<file path="src/rtl/logic_unit_pipe.sv">
// Registered WIDTH-bit universal logic unit: eight bitwise ops, optional accumulator
// feedback for operand B, single valid/ready register slice and accepted-op counter.
module logic_unit_pipe #(
  parameter int WIDTH = 8,
  parameter int CNT_W = 16
) (
  input  logic             clk,
  input  logic             rst_n,
  input  logic             in_valid,
  output logic             in_ready,
  input  logic [WIDTH-1:0] a,
  input  logic [WIDTH-1:0] b,
  input  logic [2:0]       sel,
  input  logic             use_acc,
  input  logic             acc_clr,
  output logic             out_valid,
  input  logic             out_ready,
  output logic [WIDTH-1:0] out,
  output logic             out_zero,
  output logic             out_parity,
  output logic [WIDTH-1:0] acc,
  output logic [CNT_W-1:0] op_count
);

  logic [WIDTH-1:0] b_eff;
  logic [WIDTH-1:0] result;
  logic             accept;

  assign in_ready = !out_valid || out_ready;
  assign accept   = in_valid && in_ready;
  assign b_eff    = use_acc ? acc : b;

  // Codes 6 and 7 are both NAND so the 1-bit selector's encoding carries over.
  always_comb begin
    result = '0;
    case (sel)
      3'd0:    result = ~a;
      3'd1:    result = ~(a | b_eff);
      3'd2:    result = a & b_eff;
      3'd3:    result = a | b_eff;
      3'd4:    result = a ^ b_eff;
      3'd5:    result = ~(a ^ b_eff);
      default: result = ~(a & b_eff);
    endcase
  end

  always_ff @(posedge clk or negedge rst_n) begin
    if (!rst_n) begin
      out_valid  <= 1'b0;
      out        <= '0;
      out_zero   <= 1'b0;
      out_parity <= 1'b0;
      op_count   <= '0;
    end else if (accept) begin
      out_valid  <= 1'b1;
      out        <= result;
      out_zero   <= ~|result;
      out_parity <= ^result;
      op_count   <= op_count + CNT_W'(1);
    end else if (out_ready) begin
      out_valid  <= 1'b0;
    end
  end

  // Clear wins over the accept update; the op itself still saw the old acc.
  always_ff @(posedge clk or negedge rst_n) begin
    if (!rst_n)
      acc <= '0;
    else if (acc_clr)
      acc <= '0;
    else if (accept)
      acc <= result;
  end

endmodule

</file>
<file path="config.mk">
export PLATFORM = sky130hd
export DESIGN_NAME = logic_unit_pipe
export DESIGN_NICKNAME = d
export VERILOG_FILES = /design/src/rtl/logic_unit_pipe.sv
export SDC_FILE = /design/constraint.sdc
export NUM_CORES = 1
export LEC_CHECK = 0
export CAP_MARGIN = 40
export CORE_UTILIZATION = 51
export CTS_BUF_LIST = sky130_fd_sc_hd__clkbuf_2
export DETAILED_ROUTE_END_ITERATION = 8
export GPL_ROUTABILITY_DRIVEN = 0
export PLACE_DENSITY = 0.82
export SETUP_SLACK_MARGIN = 0.05
export SYNTH_ARGS = -nofsm -noshare
export SYNTH_HDL_FRONTEND = slang
export SYNTH_SLANG_ARGS = --single-unit
</file>
<file path="constraint.sdc">
create_clock -name clk -period 3.6 [get_ports clk]
set_clock_uncertainty 0.1 [all_clocks]
set_input_delay 0.72 -clock clk [delete_from_list [all_inputs] [get_ports clk]]
set_output_delay 0.72 -clock clk [all_outputs]
set_load 0.05 [all_outputs]
</file>
==> results of run 1 <==
registers in the layout (all words and copies together) (netlist names):
name / cells
op_count: 16
acc: 8
out: 8
out_parity: 1
out_valid: 1
out_zero: 1
final cells by class:
class | count | area, sq um | share of cell area
clock buffers | 6 | 30.0 | 0.00970
clock inverters | 2 | 7.51 | 0.00243
repair buffers | 74 | 706 | 0.228
flip-flops and latches | 35 | 876 | 0.283
inverters | 20 | 75.1 | 0.0243
multi-input cells | 179 | 1340 | 0.432
well taps | 52 | 65.1 | 0.0210
layout by cell type (no fill, tap or decap), types with 2 or more instances in the layout:
master,count
a211oi_1,4
a211oi_2,3
a21oi_1,11
and2_1,3
and3_1,3
buf_4,14
clkbuf_2,6
clkdlybuf4s50_1,60
clkinv_1,2
dfrtp_1,35
ha_1,20
inv_1,20
mux2i_1,13
mux4_2,3
nand2_1,27
nand2b_1,3
nand3_1,9
nand4_1,4
nor2_1,16
nor2b_1,4
nor3_1,4
o211a_1,2
o21ai_0,10
xnor2_1,18
xor2_1,6
power by group through the flow:
| stage | clock, W | combinational (W) | sequential [W] |
|---|---|---|---|
| finish | 0.000171 | 0.000684 | 0.000526 |
| global route | 0.000195 | 0.000732 | 0.000536 |
| CTS | 0.000177 | 0.000690 | 0.000526 |
| detailed placement | 0 | 0.000688 | 0.000533 |
| global placement | 0 | 0.000676 | 0.000530 |
| floorplan | 0 | 0.000234 | 0.000748 |
critical path, delay by kind of cell:
kind                     cells  cell delay [ps]
AO/OA/AOI/OAI                1              130
XOR/XNOR                     4              670
adder cells (fa/ha/maj)      2              590
buffers and inverters        2              630
multiplexers                 2              730
through the flow:
step,worst slack (ps),util,power (W),setup TNS (ps),cells
floorplan,267,-,0.000982,0,247
global placement,37.2,0.693,0.00121,0,360
detailed placement,-91.0,0.693,0.00122,-91.0,360
CTS,322,0.701,0.00139,0,368
global route,151,0.701,0.00146,0,368
finish,349,0.701,0.00138,0,368
path summary, 6_finish.rpt:
kind                                                 end  slack (ps)  depth (start not counted)
max in group asynchronous             out[1]$_DFFE_PN0P_        2460                          2
worst max-delay path              out_parity$_DFFE_PN0P_         350                         11
min in group asynchronous        op_count[7]$_DFFE_PN0P_         620                          2
worst min register to register  op_count[15]$_DFFE_PN0P_         380                          1
worst min-delay path            op_count[15]$_DFFE_PN0P_         380                          1
worst max register to register    out_parity$_DFFE_PN0P_         910                          9
layer usage:
layer	up-vias	share of wire
met5	-	0
met4	0	0.027
met3	13	0.036
met2	50	0.48
met1	938	0.46
li1	984	-
kinds of logic (layout without fill, tap and decap cells):
group	count (synthesis)	in the layout	synth area share
DFF	35	35	0.369
adders and majority gates	20	20	0.106
xor gates and xnor gates	25	25	0.0982
and+or+nand+nor	78	78	0.158
buffers and inverters	33	102	0.0670
AOI/OAI and AO/OA	40	40	0.118
muxes	16	16	0.0834
cells in the mapped netlist, types with 2 or more instances:
cell type | number | area share
ha_1 | 20 | 0.11
and3_1 | 3 | 0.0079
inv_1 | 20 | 0.032
xor2_1 | 6 | 0.022
a211oi_1 | 4 | 0.013
nand4_1 | 4 | 0.011
nand3_1 | 9 | 0.019
buf_1 | 5 | 0.0079
nand2_1 | 27 | 0.043
a21oi_1 | 11 | 0.023
nor3_1 | 4 | 0.0084
nor2_1 | 16 | 0.025
o21ai_0 | 10 | 0.021
mux4_2 | 3 | 0.028
buf_2 | 3 | 0.0063
and2_1 | 3 | 0.0079
dfrtp_1 | 35 | 0.37
a211oi_2 | 3 | 0.016
mux2i_1 | 13 | 0.055
nor2b_1 | 4 | 0.011
o211a_1 | 2 | 0.0084
xnor2_1 | 18 | 0.066
nand2b_1 | 3 | 0.0079
==> results.md, run 1 <==
* Status: finished, final reports clean
* Pin count of the biggest net entering global routing at 36
* Synth cell types at 44
* Syn Inst Count at 247
* 1st-iter DRT viols at 77
* Placed instance area at 3060 sq um
* Total CTS buffers at 5
* Die ar. at 4930 sq um
* Fin. Hold Viols at 0
* Type of the worst min-delay path: reg -> reg
* CP Data Required Time at 3830 ps
* Fillcell total at 366
* GRT Resource Usage Total at 0.219
* Slew HR at 0.641
* Ports at 61
* GR Util met2 at 0.358
* Critical Path Start: use_acc
* Critical path's slowest cell: mux4_2
* Drt drc at 0
* Root Driver: clkbuf_2
* Share of post-route cells with drive strength above 1 at 0.0981
* Resize count post-CTS at 0
* GR met1 Demand/Resource at 0.278
* Most used routing layer: met2
* Switching pwr at 0.000604 W
* Core area at 4410 sq um
* Antenna cells at 0
* Drt total wl at 4990 microns
* Crit-path max cell delay at 490 ps
* Switching share of power at 0.438
* M3 GR Usage at 0.0375
* Initial core utilization at 0.537
* Via/cell ratio at 5.39
* Area Overhead vs Synth at 30.6%
* Post-DP HPWL at 3910 microns
* Clock group share of total power at 0.124
* Pwr/cell area at 446 nW/um^2
* #FFs+latches synth at 35
* Internal power at 0.000776 W
* DR vias at 1985
* Avg Cell Area, Syn at 9.60 sq um
* RSZ-0062 raised after global routing: false
* Skew-Pair Late Insertion Delay at 380 ps
* Worst hold slack at 379 ps
* Final slew viol count at 0
* Gr ovfl total at 0
* Achievable frequency at 308 MHz
* Worst endpoint data arrival time at 3480 ps
* Fin area at 3100 sq um
* Sequential share of the synthesized area at 0.369
* Vias in the first global route at 1925
* Total of max-cap violations at 0
* Chip Height at 70.2 microns
* Worst slew pin tran at 537 ps
* Synth Flop Type: dfrtp_1
* Post-CTS Setup Bufs at 0
* Worst-path maximum fanout at 5
* PortBufs at 60
* Avg WL per Cell at 13.6 microns
* Remaining antenna violation count at 0
* Worst setup EP type: flip-flop
* Synthesized area at 2370 sq um
* H-tree level count at 2
* Post-synth EDFFs at 0
* Clock-pin slew on the worst setup and hold paths at 180 ps
* Initial DRT Pass Iterations at 4
* Worst r2r src: acc[6]$_DFFE_PN0P_
* Fin nets at 360
* Clk buf depth at 2
* CTS tree: yes
* Critical path, cell by cell: clkdlybuf4s50_1, buf_4, mux2i_1, ha_1, xnor2_1, mux4_2, ha_1, xor2_1, xnor2_1, xnor3_1, o21ai_1
* CP Launch Type: input port
* Reg power frac at 0.381
* Final setup violation count at 0
* Antenna violations before repair at 0
* Leak at 1.46 nW
* Synth warnings at 0
* Core Rows at 24
* Final min period at 3250 ps
* VDD IR-drop max at 386 uV
* Post-synth ARST share at 1.00
* Kind of critical path: in -> reg
* Logic pwr share at 0.495
* Die X at 70.2 microns
* Final clock period utilization by the worst path at 0.903
* Hold wc startpoint: op_count[15]$_DFFE_PN0P_
* Global-route wire length before repair at 8540 microns
* Hold Buf Count CTS at 0
* Total nets after synthesis at 292
* Clock sink count at 35
No activity file was read; power rests on OpenSTA's default activity.
==> run 2, diff against run 1 <==
- CORE_MARGIN: default -> 3
==> results.md, run 2 (synthesis results as in run 1) <==
* Remaining antenna violation count at 0 (unchanged)
* Core area at 4410 sq um (unchanged)
* Gr ovfl total at 0 (unchanged)
* Core Rows at 24 (unchanged)
* Switching share of power at 0.438 (+0.000544)
* Clock group share of total power at 0.121 (-0.003)
* DR vias at 1935 (-2.5%)
* CP Data Required Time at 3820 ps (about the same)
* CTS tree: yes
* Register with the most flip-flops: op_count
* Crit path buffers/inverters at 2 (unchanged)
* Leading cell types in the layout, fill and taps excluded: clkdlybuf4s50_1 (60), dfrtp_1 (35), nand2_1 (27)
* Worst-path maximum fanout at 5 (unchanged)
* Avg WL per Cell at 14.4 microns (+6.4%)
* CP Launch Type: input port
* Fin. Hold Viols at 0 (unchanged)
* Max FFs per register at 16 (unchanged)
* Placed instance area at 3070 sq um (+0.41%)
* Die ar. at 5500 sq um (+12%)
* Vias in the first global route at 1917 (-0.42%)
* Most common cell after layout, fill and taps aside: clkdlybuf4s50_1
* Crit-path max cell delay at 470 ps (-20 ps)
* Internal power at 0.000775 W (-0.15%)
* Drt drc at 0 (unchanged)
* Achievable frequency at 308 MHz (+0.16%)
* 1st-iter DRT viols at 109 (+42%)
* Clock-pin slew on the worst setup and hold paths at 160 ps (-20 ps)
* Global-route wire length before repair at 8600 microns (+0.81%)
* Pwr/cell area at 445 nW/um^2 (-0.21%)
* Status: finished, final reports clean
* Type of the worst min-delay path: reg -> reg
* Clock sink count at 35 (unchanged)
* Hold Buf Count CTS at 0 (unchanged)
* Total CTS buffers at 5 (unchanged)
* Largest regs: op_count (16), acc (8), out (8)
* PortBufs at 60 (unchanged)
* H-tree level count at 2 (unchanged)
* Worst setup EP type: flip-flop
* Via/cell ratio at 5.29 (-2.0%)
* Kind of critical path: in -> reg
* Root Driver: clkbuf_2
* Drt total wl at 5280 microns (+5.8%)
* Skew-Pair Late Insertion Delay at 380 ps (about the same)
* Total of max-cap violations at 0 (unchanged)
* GRT Resource Usage Total at 0.200 (-0.0184)
* Crit path max-delay family: multiplexers
* Worst endpoint data arrival time at 3470 ps (about the same)
* Slew HR at 0.419 (-0.222)
* Antenna cells at 0 (unchanged)
* RSZ-0062 raised after global routing: false
* Logic pwr share at 0.500 (+0.005)
* Worst hold slack at 379 ps (-0.0980 ps)
* Die X at 74.2 microns (+5.7%)
* Initial core utilization at 0.537 (unchanged)
* Reg power frac at 0.380 (about the same)
* Area Overhead vs Synth at 30.8%
* Post-CTS Setup Bufs at 0 (unchanged)
* Share of post-route cells with drive strength above 1 at 0.0987 (+0.000625)
* Chip Height at 74.2 microns (+5.7%)
* Final setup violation count at 0 (unchanged)
* Pin count of the biggest net entering global routing at 36 (unchanged)
* Ports at 61 (unchanged)
* Clk buf depth at 2 (unchanged)
* VDD IR-drop max at 365 uV (-5.2%)
* Leak at 1.46 nW (+0.10%)
* Critical path, cell by cell: clkdlybuf4s50_1, buf_4, mux2i_1, ha_1, xnor2_1, mux4_2, ha_1, xor2_1, xnor2_1, xnor3_1, o21ai_1
* Post-DP HPWL at 4150 microns (+6.1%)
* Worst slew pin tran at 871 ps (+334 ps)
* Resize count post-CTS at 0 (unchanged)
* Final slew viol count at 0 (unchanged)
* Fin area at 3100 sq um (+0.16%)
* Switching pwr at 0.000605 W (about the same)
* Fin nets at 360 (unchanged)
* Antenna violations before repair at 0 (unchanged)
* Final min period at 3250 ps (-5.17 ps)
* Critical path's slowest cell: mux4_2
* Initial DRT Pass Iterations at 4 (unchanged)
* Final clock period utilization by the worst path at 0.902 (-0.00144)
## run 2: cell count changes in the layout (fill, tap and decap cells not counted)
cell / delta
buf_12: +1
buf_4: -1
clkinv_1: -2
## run 2: area by class of cell
class / instances / area, sq um
well taps: 52 / 65.1
clock buffers: 6 / 30.0
flip-flops and latches: 35 / 876
inverters: 20 / 75.1
repair buffers: 74 / 718
multi-input cells: 179 / 1340
fillers: 366 / 1310
## run 2: power groups by stage
stage	clock network, W	registers (W)	logic, W
6_report	0.000167	0.000524	0.000689
5_1_grt	0.000186	0.000533	0.000737
4_1_cts	0.000169	0.000523	0.000695
3_5_place_dp	0	0.000531	0.000694
3_3_place_gp	0	0.000530	0.000678
2_1_floorplan	0	0.000748	0.000234
## run 2: through the flow
stage	instances	setup TNS, ps	worst slack, ps	utilization	total power [W]
after floorplan	247	0	267	-	0.000982
after global placement	360	0	45.4	0.696	0.00121
after detailed placement	360	-64.2	-64.2	0.696	0.00122
after CTS	366	0	348	0.702	0.00139
after global routing	366	0	160	0.702	0.00146
final	366	0	354	0.702	0.00138
## run 2: worst paths after layout
check                      slack (ps)                       end  cells after the start                      from
max reg2reg                       930    out_parity$_DFFE_PN0P_                      9        acc[6]$_DFFE_PN0P_
min in group asynchronous         620        acc[5]$_DFFE_PN0P_                      2                     rst_n
min reg2reg                       380  op_count[15]$_DFFE_PN0P_                      1  op_count[15]$_DFFE_PN0P_
max                               350    out_parity$_DFFE_PN0P_                     11                   use_acc
min                               380  op_count[15]$_DFFE_PN0P_                      1  op_count[15]$_DFFE_PN0P_
max in group asynchronous        2450   op_count[7]$_DFFE_PN0P_                      2                     rst_n
## run 2: routing by layer
layer / global-route usage / vias to the layer above / wire length (microns)
met3: 0.0486 / 8 / 208
met4: 0.0543 / 0 / 73
met2: 0.331 / 41 / 2640
met1: 0.264 / 909 / 2360
li1: - / 977 / -
met5: 0 / - / 0
==> run 3, diff against run 2 <==
- CELL_PAD_IN_SITES_DETAIL_PLACEMENT: default -> 1
- CELL_PAD_IN_SITES_GLOBAL_PLACEMENT: default -> 2
- CORE_UTILIZATION: 51 -> 31
- GPL_ROUTABILITY_DRIVEN: 0 -> default
==> results.md, run 3 (synthesis results as in run 1) <==
* Fin. Hold Viols at 0 (unchanged)
* PnR worst setup slack at 328 ps (-25.8 ps)
* Setup Total Neg Slack at 0 ps (unchanged)
* Global-route wire length before repair at 10100 microns (+17%)
* Total CTS buffers at 5 (unchanged)
* Antenna cells at 0 (unchanged)
* Critical path, cell by cell: clkdlybuf4s50_1, buf_12, mux2i_1, ha_1, xnor2_1, mux4_2, ha_1, xor2_1, xnor2_1, xnor3_1, o21ai_1
* Critical path endpoint: out_parity$_DFFE_PN0P_
* Crit-path max cell delay at 500 ps (+30 ps)
* Initial DRT Pass Iterations at 4 (unchanged)
* CP Depth at 11 (unchanged)
* CP Launch Type: input port
* Resize count post-CTS at 0 (unchanged)
* RSZ-0062 raised after global routing: false
* Internal power at 0.000782 W (+0.97%)
* Drt total wl at 5890 microns (+12%)
* CTS tree: yes
* Via/cell ratio at 4.77 (-9.8%)
* Core area at 7330 sq um (+66%)
* Clock group share of total power at 0.131 (+0.010)
* Clock sink count at 35 (unchanged)
* Remaining antenna violation count at 0 (unchanged)
* Register with the most flip-flops: op_count
* Share of post-route cells with drive strength above 1 at 0.104 (+0.00570)
* Fin nets at 360 (unchanged)
* Final min period at 3270 ps (+25.8 ps)
* Worst r2r src: acc[0]$_DFFE_PN0P_
* Ports at 61 (unchanged)
* Area of the multi-input gates at 1340 sq um (unchanged)
* Root Driver: clkbuf_2
* Achievable frequency at 306 MHz (-0.79%)
* Max FFs per register at 16 (unchanged)
* R2r setup slk at 920 ps (about the same)
* Crit path max-delay family: multiplexers
* Largest regs: op_count (16), acc (8), out (8)
* Cells after DPL at 407 (+13%)
* Placer Congestion at 0.770
* Core Rows at 31 (+29%)
* Leak at 1.47 nW (+0.66%)
* Switching share of power at 0.444 (+0.00569)
* Post-CTS Setup Bufs at 0 (unchanged)
* Skew-Pair Late Insertion Delay at 380 ps (about the same)
* Worst slew pin tran at 549 ps (-322 ps)
* Final clock period utilization by the worst path at 0.909 (+0.00716)
* R2R Path End: out_parity$_DFFE_PN0P_
* Final slew viol count at 0 (unchanged)
* Total of max-cap violations at 0 (unchanged)
* Drt drc at 0 (unchanged)
* Final non-filler cell total at 415 (+13%)
* Critical path's slowest cell: clkdlybuf4s50_1
* Critical Path Start: use_acc
* Die ar. at 8730 sq um (+59%)
* Area Overhead vs Synth at 34.9%
* Gr ovfl total at 0 (unchanged)
* Type of the worst min-delay path: reg -> reg
* Clock-pin slew on the worst setup and hold paths at 200 ps (+40 ps)
* VDD IR-drop max at 236 uV (-36%)
* Switching pwr at 0.000625 W (+3.3%)
* Fillcell total at 854 (+130%)
* Worst setup EP type: flip-flop
* Post-DP HPWL at 4650 microns (+12%)
* DR vias at 1978 (+2.2%)
* Leading cell types in the layout, fill and taps excluded: clkdlybuf4s50_1 (60), dfrtp_1 (35), nand2_1 (27)
* Pwr/cell area at 440 nW/um^2 (-1.2%)
* Most common cell after layout, fill and taps aside: clkdlybuf4s50_1
* Chip Height at 93.5 microns (+26%)
* Final setup violation count at 0 (unchanged)
* H-tree level count at 2 (unchanged)
* Kind of critical path: in -> reg
* PortBufs at 60 (unchanged)
* Avg WL per Cell at 14.2 microns (-1.6%)
* Clk buf depth at 2 (unchanged)
* Antenna violations before repair at 0 (unchanged)
* Initial core utilization at 0.323 (-0.214)
* Pin count of the biggest net entering global routing at 36 (unchanged)
* Hold Buf Count CTS at 0 (unchanged)
* Reg power frac at 0.373 (-0.007)
* Place WS at -123 ps (-58.7 ps)
* Reg2Reg Depth at 9 (unchanged)
* Worst-path maximum fanout at 8 (+3)
* 1st-iter DRT viols at 70 (-36%)
* Vias in the first global route at 2041 (+6.5%)
* Worst endpoint data arrival time at 3510 ps (+40 ps)
* Logic pwr share at 0.496 (-0.004)
* Crit path buffers/inverters at 2 (unchanged)
* Status: finished, final reports clean
* FF+latch area at 876 sq um (unchanged)
* Slew HR at 0.633 (+0.214)
* GRT Resource Usage Total at 0.144 (-0.0562)
* CP Data Required Time at 3840 ps (+20 ps)
* Die X at 93.5 microns (+26%)
[run 3: final cells by class]
class | count | share of cell area
multi-input cells | 179 | 0.418
repair buffers | 74 | 0.232
well taps | 99 | 0.0387
flip-flops and latches | 35 | 0.274
clock inverters | 3 | 0.00626
clock buffers | 5 | 0.00782
inverters | 20 | 0.0235
[run 3: power groups by stage]
stage                     sequential [W]  combinational (W)  clock (W)
final                           0.000524           0.000698   0.000185
after global routing            0.000537           0.000755   0.000209
after CTS                       0.000526           0.000710   0.000194
after detailed placement        0.000534           0.000706          0
after global placement          0.000534           0.000694          0
after floorplan                 0.000748           0.000234          0
[run 3: stage by stage]
step | total power (W) | cell area [sq um] | utilization | hold WS (ps)
2_1_floorplan | 0.000982 | 2370 | - | 324
3_3_place_gp | 0.00123 | 3150 | 0.430 | 363
3_5_place_dp | 0.00124 | 3150 | 0.430 | 370
4_1_cts | 0.00143 | 3200 | 0.436 | 397
5_1_grt | 0.00150 | 3200 | 0.436 | 411
6_report | 0.00141 | 3200 | 0.436 | 394
[run 3: worst reg2reg max path, cell delays in order, from the launching register on]
cell     delay [ps]
dfrtp_1         450
mux2i_1         240
ha_1            290
xnor2_1         120
mux4_2          480
ha_1            300
xor2_1          170
xnor2_1         140
xnor3_1         220
o21ai_1         120
[run 3: worst min-delay path by stage]
stage	cells after the start	slack, ps	endpoint	startpoint
floorplan	0	320	acc[0]$_DFFE_PN0P_	rst_n
global placement	1	360	op_count[15]$_DFFE_PN0P_	op_count[15]$_DFFE_PN0P_
detailed placement	2	370	out[2]$_DFFE_PN0P_	out[2]$_DFFE_PN0P_
CTS	1	400	op_count[15]$_DFFE_PN0P_	op_count[15]$_DFFE_PN0P_
global route	1	410	op_count[15]$_DFFE_PN0P_	op_count[15]$_DFFE_PN0P_
finish	1	390	op_count[15]$_DFFE_PN0P_	op_count[15]$_DFFE_PN0P_
[run 3: per-layer routing]
layer	global-route usage	part of all wire	vias to the layer above
met1	0.196	0.45	960
met4	0.0293	0.0058	0
li1	-	-	977
met3	0.0282	0.041	4
met5	0	0	-
met2	0.239	0.50	37
